[config.mk]
export PLATFORM = sky130hd
export DESIGN_NAME = rx_decoder_10b8b_flat
export DESIGN_NICKNAME = d
export VERILOG_FILES = /design/src/rtl/rx_pcs_pkg.sv /design/src/rtl/rx_decoder_10b8b_if.sv /design/src/rtl/dec_10b8b_lut.sv /design/src/rtl/rx_decoder_10b8b.sv /design/src/flat_wrapper.sv
export SDC_FILE = /design/constraint.sdc
export NUM_CORES = 1
export LEC_CHECK = 0
export CAP_MARGIN = 0
export CORE_MARGIN = 2
export CORE_UTILIZATION = 27
export DETAILED_ROUTE_END_ITERATION = 7
export PLACE_DENSITY = 0.46
export SKIP_LAST_GASP = 1
export SLEW_MARGIN = 20
export SYNTH_ARGS = -nofsm -noshare
export SYNTH_HDL_FRONTEND = slang
export SYNTH_SLANG_ARGS = --single-unit
export TNS_END_PERCENT = 1
[constraint.sdc]
create_clock -name Recovered_Word_Clk -period 3.4 [get_ports Recovered_Word_Clk]
set_input_delay 0.68 -clock Recovered_Word_Clk [delete_from_list [all_inputs] [get_ports Recovered_Word_Clk]]
set_output_delay 0.68 -clock Recovered_Word_Clk [all_outputs]
set_load 0.005 [all_outputs]
[src/rtl/rx_pcs_pkg.sv]
// rx_pcs_pkg: shared constants, lock-state and sub-block disparity types for the 8b/10b receive path
package rx_pcs_pkg;
  localparam logic [9:0] K28_5_RDN = 10'b0011111010;
  localparam logic [9:0] K28_5_RDP = 10'b1100000101;
  localparam logic [7:0] EDB_BYTE = 8'hFE;
  typedef enum logic {UNLOCKED, LOCKED} lock_e;
  // DISP_0P/DISP_0N are the neutral blocks that still pin RD (000111/0011 and 111000/1100)
  typedef enum logic [2:0] {DISP_0, DISP_P2, DISP_M2, DISP_0P, DISP_0N} disp_e;
  // Blocks with an impossible weight are already code errors; they are treated as neutral
  function automatic disp_e disp6(input logic [5:0] b);
    int n;
    n = $countones(b);
    return n == 4 ? DISP_P2 : n == 2 ? DISP_M2 : b == 6'b000111 ? DISP_0P : b == 6'b111000 ? DISP_0N : DISP_0;
  endfunction
  function automatic disp_e disp4(input logic [3:0] b);
    int n;
    n = $countones(b);
    return n == 3 ? DISP_P2 : n == 1 ? DISP_M2 : b == 4'b0011 ? DISP_0P : b == 4'b1100 ? DISP_0N : DISP_0;
  endfunction
endpackage

[src/rtl/rx_decoder_10b8b_if.sv]
// rx_decoder_10b8b_if: symbol input and decoded output bundle of the receive decoder
//   Data_to_Decoder/K285 : aligned symbol (abcdei fghj) and comma flag from the deserialiser
//   Data_out/DataK       : decoded byte (HGF EDCBA) and control flag
//   Decode_Error/Disparity_Error/RxValid : error flags and symbol-lock indicator
interface rx_decoder_10b8b_if;
  logic [9:0] Data_to_Decoder;
  logic       K285;
  logic [7:0] Data_out;
  logic       DataK;
  logic       Decode_Error;
  logic       Disparity_Error;
  logic       RxValid;
  modport master(output Data_to_Decoder, K285, input Data_out, DataK, Decode_Error, Disparity_Error, RxValid);
  modport slave(input Data_to_Decoder, K285, output Data_out, DataK, Decode_Error, Disparity_Error, RxValid);
endinterface

[src/rtl/dec_10b8b_lut.sv]
// dec_10b8b_lut: combinational 10b->8b table lookup with K/valid flags and sub-block disparity classes
//   sym : abcdei fghj (bit 9 = a)   d5/d3 : EDCBA / HGF   k : control code   ok : symbol in table
//   c6/c4 : disparity class of the 6b and 4b sub-blocks
module dec_10b8b_lut
  import rx_pcs_pkg::*;
(
  input  logic [9:0] sym,
  output logic [4:0] d5,
  output logic [2:0] d3,
  output logic       k,
  output logic       ok,
  output disp_e      c6,
  output disp_e      c4
);
  logic [5:0] s6;
  logic [3:0] s4, kf;
  logic [2:0] d3d, d3k;
  logic ok6, ok4k, k28, a7, sa, sb, sk, kx7, ok4d;
  assign s6 = sym[9:4];
  assign s4 = sym[3:0];
  assign c6 = disp6(s6);
  assign c4 = disp4(s4);
  always_comb begin
    d5 = 5'd0;
    ok6 = 1'b1;
    k28 = 1'b0;
    case (s6)
      6'b100111, 6'b011000: d5 = 5'd0;
      6'b011101, 6'b100010: d5 = 5'd1;
      6'b101101, 6'b010010: d5 = 5'd2;
      6'b110001:            d5 = 5'd3;
      6'b110101, 6'b001010: d5 = 5'd4;
      6'b101001:            d5 = 5'd5;
      6'b011001:            d5 = 5'd6;
      6'b111000, 6'b000111: d5 = 5'd7;
      6'b111001, 6'b000110: d5 = 5'd8;
      6'b100101:            d5 = 5'd9;
      6'b010101:            d5 = 5'd10;
      6'b110100:            d5 = 5'd11;
      6'b001101:            d5 = 5'd12;
      6'b101100:            d5 = 5'd13;
      6'b011100:            d5 = 5'd14;
      6'b010111, 6'b101000: d5 = 5'd15;
      6'b011011, 6'b100100: d5 = 5'd16;
      6'b100011:            d5 = 5'd17;
      6'b010011:            d5 = 5'd18;
      6'b110010:            d5 = 5'd19;
      6'b001011:            d5 = 5'd20;
      6'b101010:            d5 = 5'd21;
      6'b011010:            d5 = 5'd22;
      6'b111010, 6'b000101: d5 = 5'd23;
      6'b110011, 6'b001100: d5 = 5'd24;
      6'b100110:            d5 = 5'd25;
      6'b010110:            d5 = 5'd26;
      6'b110110, 6'b001001: d5 = 5'd27;
      6'b001110:            d5 = 5'd28;
      6'b101110, 6'b010001: d5 = 5'd29;
      6'b011110, 6'b100001: d5 = 5'd30;
      6'b101011, 6'b010100: d5 = 5'd31;
      6'b001111, 6'b110000: begin
        d5 = 5'd28;
        k28 = 1'b1;
      end
      default: ok6 = 1'b0;
    endcase
  end
  always_comb begin
    d3d = 3'd0;
    case (s4)
      4'b1001: d3d = 3'd1;
      4'b0101: d3d = 3'd2;
      4'b1100, 4'b0011: d3d = 3'd3;
      4'b1101, 4'b0010: d3d = 3'd4;
      4'b1010: d3d = 3'd5;
      4'b0110: d3d = 3'd6;
      4'b1110, 4'b0001, 4'b0111, 4'b1000: d3d = 3'd7;
      default: d3d = 3'd0;
    endcase
  end
  // K28.y fghj after 110000 is the complement of the form after 001111, so fold onto one table
  assign kf = s6 == 6'b110000 ? ~s4 : s4;
  always_comb begin
    d3k = 3'd0;
    ok4k = 1'b1;
    case (kf)
      4'b0100: d3k = 3'd0;
      4'b1001: d3k = 3'd1;
      4'b0101: d3k = 3'd2;
      4'b0011: d3k = 3'd3;
      4'b0010: d3k = 3'd4;
      4'b1010: d3k = 3'd5;
      4'b0110: d3k = 3'd6;
      4'b1000: d3k = 3'd7;
      default: ok4k = 1'b0;
    endcase
  end
  // A7 replaces P7 only for D17/18/20 (0111) and D11/13/14 (1000); after x=23/27/29/30 it means K.x.7
  assign a7 = s4 == 4'b0111 || s4 == 4'b1000;
  assign sa = d5 inside {5'd17, 5'd18, 5'd20};
  assign sb = d5 inside {5'd11, 5'd13, 5'd14};
  assign sk = d5 inside {5'd23, 5'd27, 5'd29, 5'd30};
  assign kx7 = a7 && sk;
  assign ok4d = s4 != 4'b0000 && s4 != 4'b1111 && !(s4 == 4'b1110 && sa) && !(s4 == 4'b0001 && sb)
              && (!a7 || (s4 == 4'b0111 && sa) || (s4 == 4'b1000 && sb));
  assign ok = ok6 && (k28 ? ok4k : kx7 || ok4d);
  assign k = k28 || kx7;
  assign d3 = k28 ? d3k : kx7 ? 3'd7 : d3d;
endmodule

[src/rtl/rx_decoder_10b8b.sv]
// rx_decoder_10b8b: 8b/10b receive decoder with running disparity, error flags and symbol-lock FSM
//   Recovered_Word_Clk : symbol clock   Rst_n : asynchronous active-low reset
//   rx : slave side of rx_decoder_10b8b_if (symbol + comma flag in, decoded byte/flags/RxValid out)
module rx_decoder_10b8b
  import rx_pcs_pkg::*;
#(
  parameter int ERR_THRESH = 4
) (
  input logic                Recovered_Word_Clk,
  input logic                Rst_n,
  rx_decoder_10b8b_if.slave  rx
);
  localparam logic [3:0] TH1 = 4'(ERR_THRESH - 1);
  logic [9:0] sym_q;
  logic k_q, v_q, rd, rd_mid, rd_end, rd_next, comma, raw_disp, disp_err, dec_err, err, hit;
  logic k, ok;
  logic [4:0] d5;
  logic [2:0] d3;
  disp_e c6, c4;
  lock_e state, state_next;
  logic [3:0] cnt, cnt_next;
  logic [7:0] dout;
  logic dk, dec_q, disp_q;
  dec_10b8b_lut u_lut (.sym(sym_q), .d5(d5), .d3(d3), .k(k), .ok(ok), .c6(c6), .c4(c4));
  // Input capture stage; v_q keeps the post-reset empty stage from being decoded
  always_ff @(posedge Recovered_Word_Clk or negedge Rst_n)
    if (!Rst_n) begin
      sym_q <= 10'd0;
      k_q <= 1'b0;
      v_q <= 1'b0;
    end else begin
      sym_q <= rx.Data_to_Decoder;
      k_q <= rx.K285;
      v_q <= 1'b1;
    end
  always_comb begin
    rd_mid = c6 == DISP_P2 || c6 == DISP_0P ? 1'b1 : c6 == DISP_M2 || c6 == DISP_0N ? 1'b0 : rd;
    rd_end = c4 == DISP_P2 || c4 == DISP_0P ? 1'b1 : c4 == DISP_M2 || c4 == DISP_0N ? 1'b0 : rd_mid;
    raw_disp = (c6 == DISP_P2 && rd) || (c6 == DISP_M2 && !rd) || (c4 == DISP_P2 && rd_mid) || (c4 == DISP_M2 && !rd_mid);
    comma = k_q && (sym_q == K28_5_RDN || sym_q == K28_5_RDP);
    disp_err = raw_disp && !comma;
    dec_err = !ok;
    err = dec_err || disp_err;
    rd_next = comma ? sym_q == K28_5_RDN : rd_end;
    hit = state == LOCKED && err && cnt == TH1;
    state_next = comma ? LOCKED : hit ? UNLOCKED : state;
    cnt_next = state == LOCKED && err && !hit ? cnt + 4'd1 : 4'd0;
  end
  always_ff @(posedge Recovered_Word_Clk or negedge Rst_n)
    if (!Rst_n) begin
      state <= UNLOCKED;
      cnt <= 4'd0;
      rd <= 1'b0;
      dout <= 8'h00;
      dk <= 1'b0;
      dec_q <= 1'b0;
      disp_q <= 1'b0;
    end else if (v_q) begin
      state <= state_next;
      cnt <= cnt_next;
      rd <= rd_next;
      dout <= dec_err ? EDB_BYTE : {d3, d5};
      dk <= dec_err || k;
      dec_q <= dec_err;
      disp_q <= disp_err;
    end
  assign rx.Data_out = dout;
  assign rx.DataK = dk;
  assign rx.Decode_Error = dec_q;
  assign rx.Disparity_Error = disp_q;
  assign rx.RxValid = state == LOCKED;
endmodule
[src/flat_wrapper.sv]
// flat-port wrapper written by rule: the top's interface ports become plain ports
module rx_decoder_10b8b_flat import rx_pcs_pkg::*;
#(
  parameter int ERR_THRESH = 4
)
  (Recovered_Word_Clk, Rst_n, rx_Data_to_Decoder, rx_K285, rx_Data_out, rx_DataK, rx_Decode_Error, rx_Disparity_Error, rx_RxValid);
  rx_decoder_10b8b_if rx_i ();
  input logic Recovered_Word_Clk;
  input logic Rst_n;
  input wire logic [$bits(rx_i.Data_to_Decoder)-1:0] rx_Data_to_Decoder;
  input wire logic [$bits(rx_i.K285)-1:0] rx_K285;
  output wire logic [$bits(rx_i.Data_out)-1:0] rx_Data_out;
  output wire logic [$bits(rx_i.DataK)-1:0] rx_DataK;
  output wire logic [$bits(rx_i.Decode_Error)-1:0] rx_Decode_Error;
  output wire logic [$bits(rx_i.Disparity_Error)-1:0] rx_Disparity_Error;
  output wire logic [$bits(rx_i.RxValid)-1:0] rx_RxValid;
  assign rx_i.Data_to_Decoder = rx_Data_to_Decoder;
  assign rx_i.K285 = rx_K285;
  assign rx_Data_out = rx_i.Data_out;
  assign rx_DataK = rx_i.DataK;
  assign rx_Decode_Error = rx_i.Decode_Error;
  assign rx_Disparity_Error = rx_i.Disparity_Error;
  assign rx_RxValid = rx_i.RxValid;
  rx_decoder_10b8b #(.ERR_THRESH(ERR_THRESH)) u_core (.Recovered_Word_Clk(Recovered_Word_Clk), .Rst_n(Rst_n), .rx(rx_i));
endmodule
After elaboration in Yosys (flattened, before gate mapping)
Memory sizes are Yosys's and may differ from the RTL's. Index checks and enable logic that the tools add are counted.

Bits of input ports: 13. Output and inout port bits: 12. Flip-flop bits (word level): 29. Memories kept: 1. Logic and storage cells: 200. Memory bits (read-only): 48.

Memories: (name not given) (depth 16, bits a word 3, read ports 1, clocked after Yosys merged registers in 0, write ports 0, RTL line dec_10b8b_lut.sv:69) `case (s4)`.

Bitwise operators: 1. Add/subtract/negate cells: 9. Reduce and logical (&&, ||, !) cells: 65. Eq/ne operators: 88. Multiplexer cells: 26.

Operator list (number): 5-bit one-hot mux with 31 select lines (1); 6-bit equality test (second input constant) (24); 6-bit by 5-bit equality test with 1-bit output (second input constant) (14); 32-bit by 2-bit adder with 32-bit output (2); 48-bit OR reduction (1); 6-bit by 4-bit equality test with 1-bit output (second input constant) (7); 5-bit equality test (second input constant) (7); 32-bit by 3-bit equality test with 1-bit output (second input constant) (1); 32-bit by 4-bit equality test with 1-bit output (second input constant) (1); 3-bit two-way mux (10); 2-bit OR reduction (14); 4-bit equality test (second input constant) (6); 3-bit one-hot mux with 7 select lines (1); 1-bit logical AND (19); 6-bit by 3-bit equality test with 1-bit output (second input constant) (3); 4-bit by 2-bit equality test with 1-bit output (second input constant) (4); 4-bit by 3-bit equality test with 1-bit output (second input constant) (4); 3-bit by 2-bit equality test with 1-bit output (second input constant) (5); 5-bit by 4-bit equality test with 1-bit output (second input constant) (3); 1-bit logical OR (15); 1-bit two-way mux (11); 1-bit by 1-bit adder with 2-bit output (5); 10-bit equality test (second input constant) (1); 10-bit by 8-bit equality test with 1-bit output (second input constant) (1); 16 further kinds (29).

Depth between registers and ports, before layout
Word-level depth: 20. Gate-level depth with buffers: 16.

By module
Synthesis repeated with hierarchy kept, for this count alone.

Cell total of the unflattened synthesis: 353. Area, all modules: 2837.7 um^2.

Modules (own cells, without submodules): dec_10b8b_lut (sequential area each 0.0 um^2, area an instance 1527.7 um^2, cells an instance 229, times used 1); rx_decoder_10b8b (sequential area each 725.7 um^2, area an instance 1310.0 um^2, cells an instance 124, times used 1).

Worst setup path after synthesis
Ideal clock, no wire load.

Path kind: flip-flop to flip-flop. Start point: reg u_core.sym_q[6]. End point: reg u_core.cnt[1]. Arrival time: 3316 ps. Setup slack: -17 ps. Library setup time: 101 ps. Cell stages (with the launch flop): 16. Period minus slack after synthesis: 3417 ps. Path through: dfrtp_1 -> buf_6 -> buf_6 -> buf_2 -> inv_1 -> fa_1 -> inv_1 -> fa_1 -> inv_1 -> fa_1 -> a21oi_1 -> mux2i_1 -> a2bb2oi_1 -> nor2_1 -> o21ai_1 -> o32ai_1.

Cells in the longest elaborated chain, start to end: 20.

Ends and longest elaborated chain: start: declaration (RTL line rx_decoder_10b8b.sv:14) `logic [9:0] sym_q;`; start signal: assignment (RTL line rx_decoder_10b8b.sv:32) `sym_q <= rx.Data_to_Decoder;`; 1-bit by 1-bit adder with 2-bit output (implied by the code), or another cell as far along (RTL line rx_pcs_pkg.sv:12) `n = $countones(b);`; 32-bit by 2-bit adder with 32-bit output (implied by the code), or another cell as far along (RTL line rx_pcs_pkg.sv:12); 32-bit by 2-bit adder with 32-bit output (implied by the code) or 5-bit one-hot mux with 31 select lines (tied branches) (RTL line rx_pcs_pkg.sv:12, dec_10b8b_lut.sv:27); 32-bit by 3-bit equality test with 1-bit output or 5-bit equality test (tied branches) (RTL line rx_pcs_pkg.sv:13, dec_10b8b_lut.sv:99); 3-bit two-way mux or 3-bit nonzero test (tied branches) (RTL line rx_pcs_pkg.sv:13, dec_10b8b_lut.sv:99); 3-bit two-way mux or 1-bit logical AND (tied branches) (RTL line rx_pcs_pkg.sv:13, dec_10b8b_lut.sv:103); 3-bit by 2-bit equality test with 1-bit output, or another cell as far along (RTL line rx_decoder_10b8b.sv:37, rx_decoder_10b8b.sv:39); 1-bit logical OR or 1-bit logical AND (tied branches) (RTL line rx_decoder_10b8b.sv:37, dec_10b8b_lut.sv:103); (+4 left out); 1-bit logical OR or 1-bit logical AND (tied branches) (RTL line rx_decoder_10b8b.sv:39, dec_10b8b_lut.sv:105); 1-bit logical AND or 1-bit logical NOT (tied branches) (RTL line rx_decoder_10b8b.sv:41, rx_decoder_10b8b.sv:42); 1-bit logical OR (*) (RTL line rx_decoder_10b8b.sv:43) `err = dec_err || disp_err;`; 1-bit logical AND (*) (RTL line rx_decoder_10b8b.sv:45, rx_decoder_10b8b.sv:47); 1-bit logical AND (RTL line rx_decoder_10b8b.sv:45) `hit = state == LOCKED && err && cnt == TH1;`; 1-bit logical NOT (RTL line rx_decoder_10b8b.sv:47) `cnt_next = state == LOCKED && err && !hit ? cnt + 4'd1 : 4'd0;`; 1-bit logical AND (*) (RTL line rx_decoder_10b8b.sv:47); 4-bit two-way mux (*) (RTL line rx_decoder_10b8b.sv:47); end signal: assignment (RTL line rx_decoder_10b8b.sv:60) `cnt <= cnt_next;`; end: declaration (RTL line rx_decoder_10b8b.sv:21) `logic [3:0] cnt, cnt_next;`.

Every way passes the cells marked *; elsewhere a longest branch is shown, timed or not. A chain may end at the register's enable or synchronous reset.

Worst setup path after layout
Start point: reg u_core.sym_q[4]. End point: reg u_core.cnt[3].

Same word-level chain as after synthesis.

==> results.sh <==
export IMPL_gp_congestion=0.890
export IMPL_fp_dieW_um=108
export IMPL_die_area_mm2=0.0118
export IMPL_rsz0062_at_grt="false"
export IMPL_min_path_type="reg2reg"
export IMPL_cts_clk_slew_worst_paths_ps=70
export IMPL_final_cell_area_mm2=0.00369
export IMPL_place_hpwl_um=6150
export IMPL_io_pins=25
export IMPL_synth_top_area_share_pct=24.6
export IMPL_p_clk_share_pct=22.6
export IMPL_routedWlPerCell_um=15.8
export IMPL_ant_nets=0
export IMPL_worstSkewPairLatency_ps=280
export IMPL_core_area_mm2=0.0107
export IMPL_grtUsageTotal_pct=14.3
export IMPL_dr_pass1_iters=4
export IMPL_drive_gt1_share_pct=23.6
export IMPL_ff_latch_area_um2=726
export IMPL_power_density_mw_per_mm2=333
export IMPL_die_h_um=108
export IMPL_drt_initial_drc_count=302
export IMPL_n_antenna_cell=0
export IMPL_synth_edff_count=0
export IMPL_internal_power_mw=0.781
export IMPL_yosys_top_cells_count="nor2_1 (39), a21oi_1 (29), dfrtp_1 (29)"
export IMPL_cts_made_buffers=5
export IMPL_grt_pass1_wl_um=13600
export IMPL_clkSinkCount=29
export IMPL_ctsHoldBuffers=0
export IMPL_yosysMostFrequentCell="nor2_1"
export IMPL_end_kind="flop"
export IMPL_comb_power_share_pct=43.1
export IMPL_synthesis_area_mm2=0.00295
export IMPL_synthFlopType="dfrtp_1"
export IMPL_area_growth_pct=25.2
export IMPL_yosys_top_cells_area="dfrtp_1 (25%), ha_1 (5.5%), nor2_1 (5.0%)"
export IMPL_vias=2913
export IMPL_antenna_found_initial=0
export IMPL_fin_nets=428
export IMPL_postSynthAreaPerCell_um2=8.30
export IMPL_synthArstFlopShare_pct=100
export IMPL_syn_inst=355
export IMPL_ys_types=77
export IMPL_timing_final_crit_share_pct=96.5
export IMPL_status="completed"
export IMPL_overflow=0
export IMPL_fin_skew_ps=9.93
export IMPL_grt_max_degree=31
export IMPL_start_util_pct=27.4
export IMPL_cp_required_ps=3560
export IMPL_synth_seq_area_share_pct=24.6
export IMPL_cts_tree="done"
export IMPL_routed_wl_um=8510
export IMPL_multiInputGateArea_mm2=0.00212
export IMPL_drv_cap=0
export IMPL_ys_seq_elements=29
export IMPL_grt_pass1_vias=2737
export IMPL_synth_top_area_cell="dfrtp_1"
export IMPL_switching_power_mw=0.446
export IMPL_arrival_ps=3440
export IMPL_slew_viol_final=0
export IMPL_dpl_instance_area_mm2=0.00344
export IMPL_leakage_nw=1.48
export IMPL_seqPwrFrac_pct=34.3
export IMPL_worstMarginPinSlew_ps=981
export IMPL_synth_nets=385
export IMPL_max_freq_ghz=0.305
export IMPL_period_needed_ps=3280
export IMPL_relSlewSlack_pct=34.6
export IMPL_cp_max_fo=8
export IMPL_crit_type="reg2reg"
export IMPL_drc=0
export IMPL_fin_total_pwr_mw=1.23
export IMPL_h_tree_depth=2
export IMPL_clockBufferDepth=2
export IMPL_clockRootBuffer="clkbuf_8"
export IMPL_yosysWarningCount=0
export IMPL_row_count=38
export IMPL_stdcell_count=539
export IMPL_switching_share_pct=36.4
export IMPL_worstSetupStartpointType="flop"
export IMPL_dpl_cell_count=525
export IMPL_vias_per_cell=5.40
export IMPL_hold_viol=0
export IMPL_peakVddDrop_uv=245
export IMPL_nFillCells=1149
export IMPL_finalSetupViolCount=0
export IMPL_final_core_util_pct=34.3
export IMPL_port_buffers=24
[area by class of cell]
class                   instances  share of cell area, %
multi-input cells             282                   57.4
flip-flops and latches         29                   19.7
repair buffers                 60                   13.8
well taps                     140                   4.75
inverters                      20                   2.04
clock buffers                   5                   1.87
clock inverters                 3                  0.475
[cell families (layout without fill, tap and decap cells)]
| group | Yosys count | in the layout | synth area share, % |
|---|---|---|---|
| fa+ha+maj | 17 | 17 | 8.24 |
| flops | 29 | 29 | 24.6 |
| mux | 7 | 7 | 2.63 |
| xor+xnor | 4 | 4 | 1.19 |
| other cells | 1 | 1 | 0.127 |
| buf+inv | 46 | 88 | 8.11 |
| compound gates | 109 | 110 | 27.3 |
| simple gates | 142 | 143 | 27.8 |
[metal layers]
metal  vias up  track usage, %  routed length (µm)
li1       1391               -                   -
met1      1421            20.3                4110
met2        84            22.5                3850
met3        17            1.63                 371
met4         0            4.40                 183
met5         -               0                   0
[metrics by stage]
step | hold slack (ps) | setup TNS (ps) | setup slack, ps
finish | 502 | 0 | 118
detailed placement | 493 | -225 | -57.4
global placement | 494 | -13.4 | -13.4
global route | 536 | 0 | 6.60
CTS | 509 | 0 | 8.70
floorplan | 384 | 0 | 16.2
[worst max-delay path, stage by stage, from the launching register on]
cell and delay, ps:
dfrtp_1 380, buf_4 140, ha_1 280, nand2b_1 190, a21oi_1 120, a311oi_2 380
nand3_2 270, a2111o_1 470, o21a_1 150, o31a_4 430, o2111ai_1 220, o211ai_1 120
[flip-flops by register name (all words and copies together), names as in the netlist]
name / count
u_core.cnt: 4
u_core.k_q: 1
u_core.rd: 1
u_core.rx.DataK: 1
u_core.rx.Data_out: 8
u_core.rx.Decode_Error: 1
u_core.rx.Disparity_Error: 1
u_core.rx.RxValid: 1
u_core.sym_q: 10
u_core.v_q: 1
[path summary, 6_finish.rpt]
kind,startpoint,endpoint,slack [ps],cells after the start
setup / recovery,u_core.sym_q[4]$_DFF_PN0_,u_core.cnt[3]$_DFFE_PN0P_,120,11
hold / removal,u_core.rx.DataK$_DFFE_PN0P_,u_core.rx.DataK$_DFFE_PN0P_,500,1
setup reg to reg,u_core.sym_q[4]$_DFF_PN0_,u_core.cnt[3]$_DFFE_PN0P_,120,11
hold reg to reg,u_core.rx.DataK$_DFFE_PN0P_,u_core.rx.DataK$_DFFE_PN0P_,500,1
max in group asynchronous,Rst_n,u_core.rx.Data_out[2]$_DFFE_PN0P_,2350,2
min in group asynchronous,Rst_n,u_core.sym_q[1]$_DFF_PN0_,780,2
[what timing repair did]
item	in CTS	in global routing
buffers inserted	0	4
pin swaps	7	20
endpoints found under the setup margin	5	13
cloned	0	2
gates resized for setup	7	19
[power by group through the flow]
stage	clock [mW]	sequential, mW	combinational (mW)
after global routing	0.302	0.428	0.582
after floorplan	0	0.419	0.302
after global placement	0	0.427	0.472
after CTS	0.287	0.421	0.495
final	0.277	0.421	0.529
after detailed placement	0	0.427	0.475
[placed cells by master (no fill, tap or decap), types with 3 or more instances in the layout]
master	n
o21ai_0	10
ha_1	10
nor3_2	4
nand2_1	22
nor3b_1	3
a21oi_1	27
nor3_1	5
a2bb2oi_1	3
dfrtp_1	29
and3_1	4
clkbuf_8	5
a211oi_2	3
and2_1	3
mux2i_1	4
o31ai_2	3
a22oi_1	3
nand3_1	12
o2111ai_1	3
inv_2	4
nand3b_1	8
o22ai_1	6
buf_4	36
a21oi_2	3
or2_2	3
nand2b_1	13
a31oi_1	5
clkdlybuf4s50_1	24
nor2_1	38
o211ai_1	8
inv_1	16
fa_1	3
nor2b_1	5
Note: power is estimated with default switching activity, not from simulation.
